$ cat src/rtl/image_proc_pkg.sv
// Shared constants for the image frame scheduler: FSM encoding, processing-mode codes
// and default frame geometry.
package image_proc_pkg;

    typedef enum logic [1:0] {
        ST_IDLE   = 2'd0,
        ST_LINE   = 2'd1,
        ST_HBLANK = 2'd2,
        ST_FDONE  = 2'd3
    } sched_state_t;

    localparam logic [1:0] OP_PASS   = 2'd0;
    localparam logic [1:0] OP_BRIGHT = 2'd1;
    localparam logic [1:0] OP_GRAY   = 2'd2;
    localparam logic [1:0] OP_THRESH = 2'd3;

    localparam int DEF_WIDTH  = 768;
    localparam int DEF_HEIGHT = 512;
    localparam int DEF_HBLANK = 16;

endpackage

$ cat src/rtl/image_pixel_counter.sv
// Column/row/linear-address counters for the frame scheduler.
// The address is kept by incrementing alongside col/row, so no multiplier is needed.
module image_pixel_counter
    import image_proc_pkg::*;
#(
    parameter int WIDTH  = DEF_WIDTH,
    parameter int HEIGHT = DEF_HEIGHT,
    parameter int ADDR_W = 19,
    parameter int ROW_W  = 10,
    parameter int COL_W  = 11
) (
    input  logic              HCLK,
    input  logic              HRESET,
    input  logic              clr,
    input  logic              inc,
    output logic [COL_W-1:0]  col,
    output logic [ROW_W-1:0]  row,
    output logic [ADDR_W-1:0] addr,
    output logic              last_col,
    output logic              last_pix
);

    assign last_col = (col == COL_W'(WIDTH - 1));
    assign last_pix = last_col && (row == ROW_W'(HEIGHT - 1));

    always_ff @(posedge HCLK) begin
        if (HRESET || clr) begin
            col  <= '0;
            row  <= '0;
            addr <= '0;
        end else if (inc) begin
            addr <= addr + 1'b1;
            if (last_col) begin
                col <= '0;
                row <= row + 1'b1;
            end else begin
                col <= col + 1'b1;
            end
        end
    end

endmodule

$ cat src/rtl/image_frame_scheduler.sv
// Frame-level pixel sequencer: streams addr/row/col with ready/valid backpressure,
// inserts line blanking, generates HSYNC/VSYNC and latches op_sel per frame.
//
//   state     | meaning
//   ----------+-----------------------------------------------------
//   ST_IDLE   | waiting for start; outputs quiet
//   ST_LINE   | presenting pixels of the current line (HSYNC high)
//   ST_HBLANK | HBLANK idle cycles between lines
//   ST_FDONE  | one-cycle frame_done pulse, counters cleared after
module image_frame_scheduler
    import image_proc_pkg::*;
#(
    parameter int WIDTH  = DEF_WIDTH,
    parameter int HEIGHT = DEF_HEIGHT,
    parameter int HBLANK = DEF_HBLANK,
    parameter int ADDR_W = 19,
    parameter int ROW_W  = 10,
    parameter int COL_W  = 11
) (
    input  logic              HCLK,
    input  logic              HRESET,
    input  logic              start,
    input  logic              abort,
    input  logic [1:0]        op_sel,
    input  logic              pix_ready,
    output logic              pix_valid,
    output logic [ADDR_W-1:0] addr,
    output logic [ROW_W-1:0]  row,
    output logic [COL_W-1:0]  col,
    output logic [1:0]        op_latched,
    output logic              HSYNC,
    output logic              VSYNC,
    output logic              busy,
    output logic              frame_done
);

    localparam int HB_W    = (HBLANK > 1) ? $clog2(HBLANK) : 1;
    localparam int HB_LAST = (HBLANK > 0) ? HBLANK - 1 : 0;

    sched_state_t    state, state_nxt;
    logic [HB_W-1:0] hb_cnt;
    logic            vsync_pend;
    logic            accept;
    logic            cnt_inc;
    logic            cnt_clr;
    logic            last_col;
    logic            last_pix;

    image_pixel_counter #(
        .WIDTH  (WIDTH),
        .HEIGHT (HEIGHT),
        .ADDR_W (ADDR_W),
        .ROW_W  (ROW_W),
        .COL_W  (COL_W)
    ) u_pixel_counter (
        .HCLK     (HCLK),
        .HRESET   (HRESET),
        .clr      (cnt_clr),
        .inc      (cnt_inc),
        .col      (col),
        .row      (row),
        .addr     (addr),
        .last_col (last_col),
        .last_pix (last_pix)
    );

    assign pix_valid  = (state == ST_LINE);
    assign HSYNC      = (state == ST_LINE);
    assign VSYNC      = pix_valid && vsync_pend;
    assign busy       = (state != ST_IDLE);
    assign frame_done = (state == ST_FDONE);
    assign accept     = pix_valid && pix_ready;

    always_ff @(posedge HCLK) begin
        if (HRESET) begin
            state <= ST_IDLE;
        end else begin
            state <= state_nxt;
        end
    end

    always_comb begin
        state_nxt = state;
        cnt_inc   = 1'b0;
        cnt_clr   = 1'b0;
        case (state)
            ST_IDLE: begin
                if (start && !abort) begin
                    state_nxt = ST_LINE;
                    cnt_clr   = 1'b1;
                end
            end
            ST_LINE: begin
                if (abort) begin
                    state_nxt = ST_IDLE;
                    cnt_clr   = 1'b1;
                end else if (accept) begin
                    // last pixel is held on the outputs through the FDONE cycle
                    if (last_pix) begin
                        state_nxt = ST_FDONE;
                    end else begin
                        cnt_inc = 1'b1;
                        if (last_col && (HBLANK > 0)) begin
                            state_nxt = ST_HBLANK;
                        end
                    end
                end
            end
            ST_HBLANK: begin
                if (abort) begin
                    state_nxt = ST_IDLE;
                    cnt_clr   = 1'b1;
                end else if (hb_cnt == HB_W'(HB_LAST)) begin
                    state_nxt = ST_LINE;
                end
            end
            ST_FDONE: begin
                state_nxt = ST_IDLE;
                cnt_clr   = 1'b1;
            end
            default: begin
                state_nxt = ST_IDLE;
                cnt_clr   = 1'b1;
            end
        endcase
    end

    always_ff @(posedge HCLK) begin
        if (HRESET) begin
            hb_cnt     <= '0;
            vsync_pend <= 1'b0;
            op_latched <= 2'd0;
        end else begin
            hb_cnt <= (state == ST_HBLANK) ? hb_cnt + 1'b1 : '0;
            if (state == ST_IDLE && state_nxt == ST_LINE) begin
                op_latched <= op_sel;
                vsync_pend <= 1'b1;
            end else if (accept || state_nxt == ST_IDLE) begin
                vsync_pend <= 1'b0;
            end
        end
    end

endmodule

$ cat config.mk
export PLATFORM = sky130hd
export DESIGN_NAME = image_frame_scheduler
export DESIGN_NICKNAME = d
export VERILOG_FILES = /design/src/rtl/image_proc_pkg.sv /design/src/rtl/image_pixel_counter.sv /design/src/rtl/image_frame_scheduler.sv
export SDC_FILE = /design/constraint.sdc
export NUM_CORES = 1
export LEC_CHECK = 0
export BUFFER_PORTS_ARGS = -buffer_cell sky130_fd_sc_hd__buf_2
export CAP_MARGIN = 30
export CELL_PAD_IN_SITES_DETAIL_PLACEMENT = 0
export CELL_PAD_IN_SITES_GLOBAL_PLACEMENT = 1
export CORE_ASPECT_RATIO = 2
export CORE_UTILIZATION = 39
export CTS_CLUSTER_SIZE = 30
export DETAILED_ROUTE_END_ITERATION = 8
export PLACE_DENSITY = 0.76
export SLEW_MARGIN = 20
export SYNTH_ARGS = -nofsm -noshare
export SYNTH_HDL_FRONTEND = slang
export SYNTH_SLANG_ARGS = --single-unit
$ cat constraint.sdc
create_clock -name HCLK -period 2.7 [get_ports HCLK]
set_clock_uncertainty 0.05 [all_clocks]
set_input_delay 0.135 -clock HCLK [delete_from_list [all_inputs] [get_ports HCLK]]
set_output_delay 0.135 -clock HCLK [all_outputs]
set_load 0.02 [all_outputs]
==> impl_metrics.yaml, run 1 <==
run_status:
  status: "finished with violations"
  violations: "DRC"
worst_setup_path:
  crit_fanout: 11
  required_ns: 2.84
  critPathMaxStageDelay_ns: 0.71
  cp-start-kind: "flop"
  crit_buf_inv: 1
  crit_arrival_ns: 2.61
  path_class: "flop to flop"
  cp_cell_sequence: "ha_1, inv_1, or4_1, a311oi_1, o221ai_1, a221oi_1"
  cp.depth: 6
  reg2regPathDepth: 6
  cpMaxStageDelayCell: "or4_1"
  end_kind: "flop"
  cpLargestDelayFamily: "compound AO/OA/AOI/OAI gates"
global_routing:
  use_met2_pct: 38.0
  grt_start_max_net_pins: 29
  grt_pass1_vias: 2151
  grt_overflow: 0
  grt_busiest_layer: "met2"
  grt_use_met3_pct: 4.03
  grt_pass1_wl_um: 9930
  gr-usage-all-layers_pct: 20.1
  grtUsageMet1_pct: 20.1
  antenna_found_initial: 0
die:
  die_width_um: 57.2
  die_y_um: 112
  core_mm2: 0.00581
  dieArea_mm2: 0.00643
  io_pins: 54
  initial_utilization_pct: 40.9
  row_count: 39
yosys:
  synth_cell_type_count: 41
  synth_ff_type: "dfxtp_1"
  synth_edf_count: 0
  synthesis.nets: 293
  synth_area_leaders: "dfxtp_1 41%, nor2_1 7.1%, xor2_1 6.6%"
  synth_cells: 278
  yosysTopAreaCellShare_pct: 41.3
  syn_area_mm2: 0.00238
  synth_seq_cells: 49
  synthArstFlopShare_pct: 0
  synth.avg_cell_area_um2: 8.55
  yosysSeqAreaShare_pct: 41.3
  yosys_warnings: 0
  synth_area_leader_cell: "dfxtp_1"
finish:
  layout_commonest_cell: "buf_2"
  post-route-util_pct: 50.4
  final_cell_mix: "53 x buf_2, 49 x dfxtp_1, 45 x nor2_1"
  area_growth_pct: 23.2
  fin_area_mm2: 0.00293
  drive_gt1_share_pct: 22.7
  nNetsFinal: 357
  antennaDiodeCount: 0
sta:
  fin_setup_tns_ns: 0
  setup_viol: 0
  final.period_utilization_pct: 91.3
  fin_ws_ns: 0.236
  hold_viol: 0
  drv_slew: 0
  grt_setup_unrepaired: "no"
  tightestPinTransition_ns: 0.577
  finalCriticalPeriod_ns: 2.46
  relSlewSlack_pct: 60.6
  fmax_mhz: 406
placement:
  post_dp_cell_area_mm2: 0.00278
  place_congestion: 0.781
  place_hpwl_um: 4520
  portBuffers: 53
  dp_slack_ns: 0.251
clock_network:
  cts_tree: "yes"
  cts.sinks: 49
  path_clk_slew_ns: 0.06
  clk_latency_ns: 0.29
  hold_buffers: 0
  cts_made_buffers: 5
  clockBufferDepth: 2
  post_cts_buffers: 0
  post_cts_resized: 0
  cts_root_buf: "clkbuf_16"
  h-tree-depth: 2
drt:
  first_pass_iters: 6
  remaining_drc_errors: 9
  drt-total-wl_um: 5930
  first_iter_violations: 36
  vias: 2218
  wl_per_cell_um: 14.7
  antenna_left: 0
  via_per_inst: 5.49
pwr:
  ir_drop_mv: 0.418
  p_per_area_mw_per_mm2: 526
  leakagePower_nw: 1.19
flow_run:
  drv_cap: 0
worst_hold_path:
  min_path_type: "primary input to flop"
  whs_path_depth: 3
[layer usage]
metal  vias to the layer above  wire, um
li1                       1120         -
met1                      1050      2260
met2                        38      3330
met3                        10       198
met4                         0       140
met5                         -         0
[worst register-to-register path, delay by kind of cell (launching register included)]
family / cells / cell delay [ns]
buffers and inverters: 1 / 0.08
AOI/OAI and AO/OA: 3 / 0.85
DFF: 1 / 0.42
and+or+nand+nor: 1 / 0.71
adders and majority gates: 1 / 0.26
[per-stage QoR]
stage | cells | power (mW) | hold slack, ns
final | 404 | 1.54 | 0.0208
after global routing | 404 | 1.60 | 0.0470
after CTS | 404 | 1.56 | 0.0213
after detailed placement | 396 | 0.939 | 0.324
after global placement | 396 | 0.939 | 0.316
after floorplan | 278 | 0.878 | 0.229
[state kept, by name, indices dropped and copies added (netlist names)]
name / count
u_pixel_counter.addr: 19
op_latched: 2
hb_cnt: 4
u_pixel_counter.row: 10
vsync_pend: 1
state: 2
u_pixel_counter.col: 11
[logic make-up after synthesis]
| kind of cell | count (synthesis) | share of synthesized area [%] |
|---|---|---|
| adder cells (fa/ha/maj) | 8 | 4.21 |
| buffers and inverters | 22 | 3.69 |
| multiplexers | 5 | 2.11 |
| XOR/XNOR | 27 | 9.95 |
| AO/OA/AOI/OAI | 53 | 14.6 |
| AND/OR/NAND/NOR | 114 | 24.1 |
| flip-flops | 49 | 41.3 |
[area by class of cell]
class	instances	area [um2]
tap	61	76.3
multi-input combinational	207	1310
sequential	49	981
fill	597	2880
inverter	11	41.3
clock inverter	2	15.0
timing repair buffer	68	378
clock buffer	6	129
[synth_stat cells (2+ instances only)]
library cell / instances
dfxtp_1: 49
nor2_1: 45
xor2_1: 18
a21oi_1: 14
nand3_1: 14
nand2_1: 13
o21ai_0: 12
inv_1: 11
xnor2_1: 9
ha_1: 8
nand4_1: 8
o211ai_1: 8
clkbuf_1: 7
or3_1: 7
mux2i_1: 5
nor4_1: 5
or4_1: 5
nand2b_1: 4
o2111ai_1: 4
and3_1: 3
nor3_1: 3
o31ai_1: 3
and2_1: 2
buf_1: 2
nand3b_1: 2
o41ai_1: 2
[power by group]
part / switching (mW) / internal [mW] / total [mW]
sequential: 0.0107 / 0.733 / 0.744
combinational: 0.117 / 0.0607 / 0.177
clock: 0.274 / 0.344 / 0.618
[final timing paths]
path,start,to,slack [ns]
setup / recovery,u_pixel_counter.row[0],vsync_pend,0.24
hold / removal,op_sel[1],op_latched[1],0.02
setup reg to reg,u_pixel_counter.row[0],vsync_pend,0.24
hold reg to reg,hb_cnt[0],hb_cnt[0],0.40
No activity file was read; power rests on OpenSTA's default activity.
==> run 2, diff against run 1 <==
--- a/config.mk
+++ b/config.mk
@@ -10,10 +10,11 @@
 export CELL_PAD_IN_SITES_DETAIL_PLACEMENT = 0
 export CELL_PAD_IN_SITES_GLOBAL_PLACEMENT = 1
 export CORE_ASPECT_RATIO = 2
-export CORE_UTILIZATION = 39
+export CORE_UTILIZATION = 40
+export CTS_BUF_LIST = sky130_fd_sc_hd__clkbuf_2
 export CTS_CLUSTER_SIZE = 30
 export DETAILED_ROUTE_END_ITERATION = 8
-export PLACE_DENSITY = 0.76
+export PLACE_DENSITY = 0.78
 export SLEW_MARGIN = 20
 export SYNTH_ARGS = -nofsm -noshare
 export SYNTH_HDL_FRONTEND = slang
==> run 2 against run 1 <==
The run now ends clean; power is 14% lower; critical path depth stayed put; sequential share of layout area is 0.11 points higher; via count is 1.7% higher; critical endpoint is now u_pixel_counter.addr[10]; largest power group unchanged; highest routed layer unchanged.
==> impl_metrics.yaml, run 2 (synthesized netlist as in run 1, its figures left out) <==
sta:
  setup_viol: 0
  relSlewSlack_pct: 57.7
  finalCriticalPeriod_ns: 2.51
  hold_viol: 0
  final.period_utilization_pct: 92.8
  tightestPinTransition_ns: 0.628
  grt_setup_unrepaired: "no"
  fmax_mhz: 399
  drv_slew: 0
  fin_setup_tns_ns: 0
worst_hold_path:
  whs_path_depth: 4
  min_path_type: "primary input to flop"
flow_run:
  drv_cap: 0
die:
  initial_utilization_pct: 41.6
  die_y_um: 111
  io_pins: 54
  dieArea_mm2: 0.00627
  die_width_um: 56.5
  core_mm2: 0.00571
  row_count: 39
finish:
  nNetsFinal: 364
  regMostFlops: "u_pixel_counter.addr"
  area_growth_pct: 22.8
  reg.largest.list: "u_pixel_counter.addr (19), u_pixel_counter.col (11), u_pixel_counter.row (10)"
  largest_reg_flops: 19
  final_cell_mix: "53 x buf_2, 49 x dfxtp_1, 45 x nor2_1"
  antennaDiodeCount: 0
  drive_gt1_share_pct: 22.6
  post-route-util_pct: 51.1
  layout_commonest_cell: "buf_2"
pwr:
  power_mw: 1.33
  p_per_area_mw_per_mm2: 456
  ir_drop_mv: 0.418
  leakagePower_nw: 1.20
global_routing:
  grt_overflow: 0
  grt_start_max_net_pins: 29
  gr-usage-all-layers_pct: 20.3
  grt_pass1_vias: 2226
  grt_pass1_wl_um: 10200
  antenna_found_initial: 0
worst_setup_path:
  end_kind: "flop"
  reg2reg_setup_slack_ns: 0.19
  required_ns: 3.02
  crit_arrival_ns: 2.83
  cp-start-kind: "flop"
  crit_fanout: 11
  reg2regPathDepth: 6
  path_class: "flop to flop"
drt:
  remaining_drc_errors: 0
  antenna_left: 0
  first_pass_iters: 4
  drt-total-wl_um: 5920
  first_iter_violations: 95
  via_per_inst: 5.49
  vias: 2256
  wl_per_cell_um: 14.4
run_status:
  status: "completed"
clock_network:
  cts_tree: "yes"
  clk_latency_ns: 0.45
  clockBufferDepth: 2
  cts_root_buf: "clkbuf_2"
  h-tree-depth: 2
  path_clk_slew_ns: 0.25
  cts_made_buffers: 5
  cts.sinks: 49
placement:
  place_hpwl_um: 4440
  portBuffers: 53
  place_congestion: 0.794
[run 2: changes by cell type in the layout (fill, tap and decap cells not counted)]
cell / before / now
dlygate4sd3_1: 0 / 6
clkbuf_16: 5 / 0
clkbuf_2: 0 / 5
buf_4: 15 / 16
bufinv_16: 0 / 1
clkbuf_1: 1 / 0
clkinv_1: 0 / 1
clkinvlp_4: 2 / 1
[run 2: cell type report]
class	count	area (um2)
repair buffers	75	445
fillers	596	2790
inverters	11	41.3
multi-input cells	207	1310
clock inverters	3	41.3
flip-flops and latches	49	981
clock buffers	5	25.0
well taps	61	76.3
[run 2: power breakdown]
part	internal (mW)	switching (mW)	leakage (nW)	total [mW]
registers	0.736	0.00974	0.395	0.746
logic	0.0688	0.117	0.765	0.186
clock network	0.153	0.245	0.0366	0.397
total	0.958	0.372	1.20	1.33
[run 2: per-layer routing]
metal	wire length [um]	GRT usage, %	share of wire, %	vias up
li1	-	-	-	1137
met1	2400	22.1	41	1077
met2	3230	37.7	55	37
met3	200	4.08	3.4	5
met4	88	6.34	1.5	0
met5	0	0	0	-
[run 2: worst paths after layout]
kind | end | from
max | u_pixel_counter.addr[10] | u_pixel_counter.row[0]
min | state[0] | abort
max reg2reg | u_pixel_counter.addr[10] | u_pixel_counter.row[0]
min reg2reg | hb_cnt[0] | hb_cnt[0]
[run 2: what timing repair did]
item | 4_1_cts | 5_1_grt
setup buffers | 0 | 0
endpoints found under the hold margin | 5 | 0
hold buffers | 6 | 0
resized for setup | 0 | 0
[run 2: critical path: stages (launching register included)]
cell and delay, ns:
dfxtp_1 0.45, ha_1 0.24, inv_1 0.08, or4_1 0.71, o21ai_0 0.59, o311ai_0 0.22
o41ai_1 0.09
[run 2: through the flow]
step	setup slack, ns	hold WS [ns]	std cells	cell area, um2
floorplan	0.210	0.229	278	2380
CTS	0.174	0.0938	411	2920
detailed placement	0.199	0.332	397	2790
global placement	0.262	0.322	397	2790
global route	0.00126	0.131	411	2920
finish	0.195	0.125	411	2920
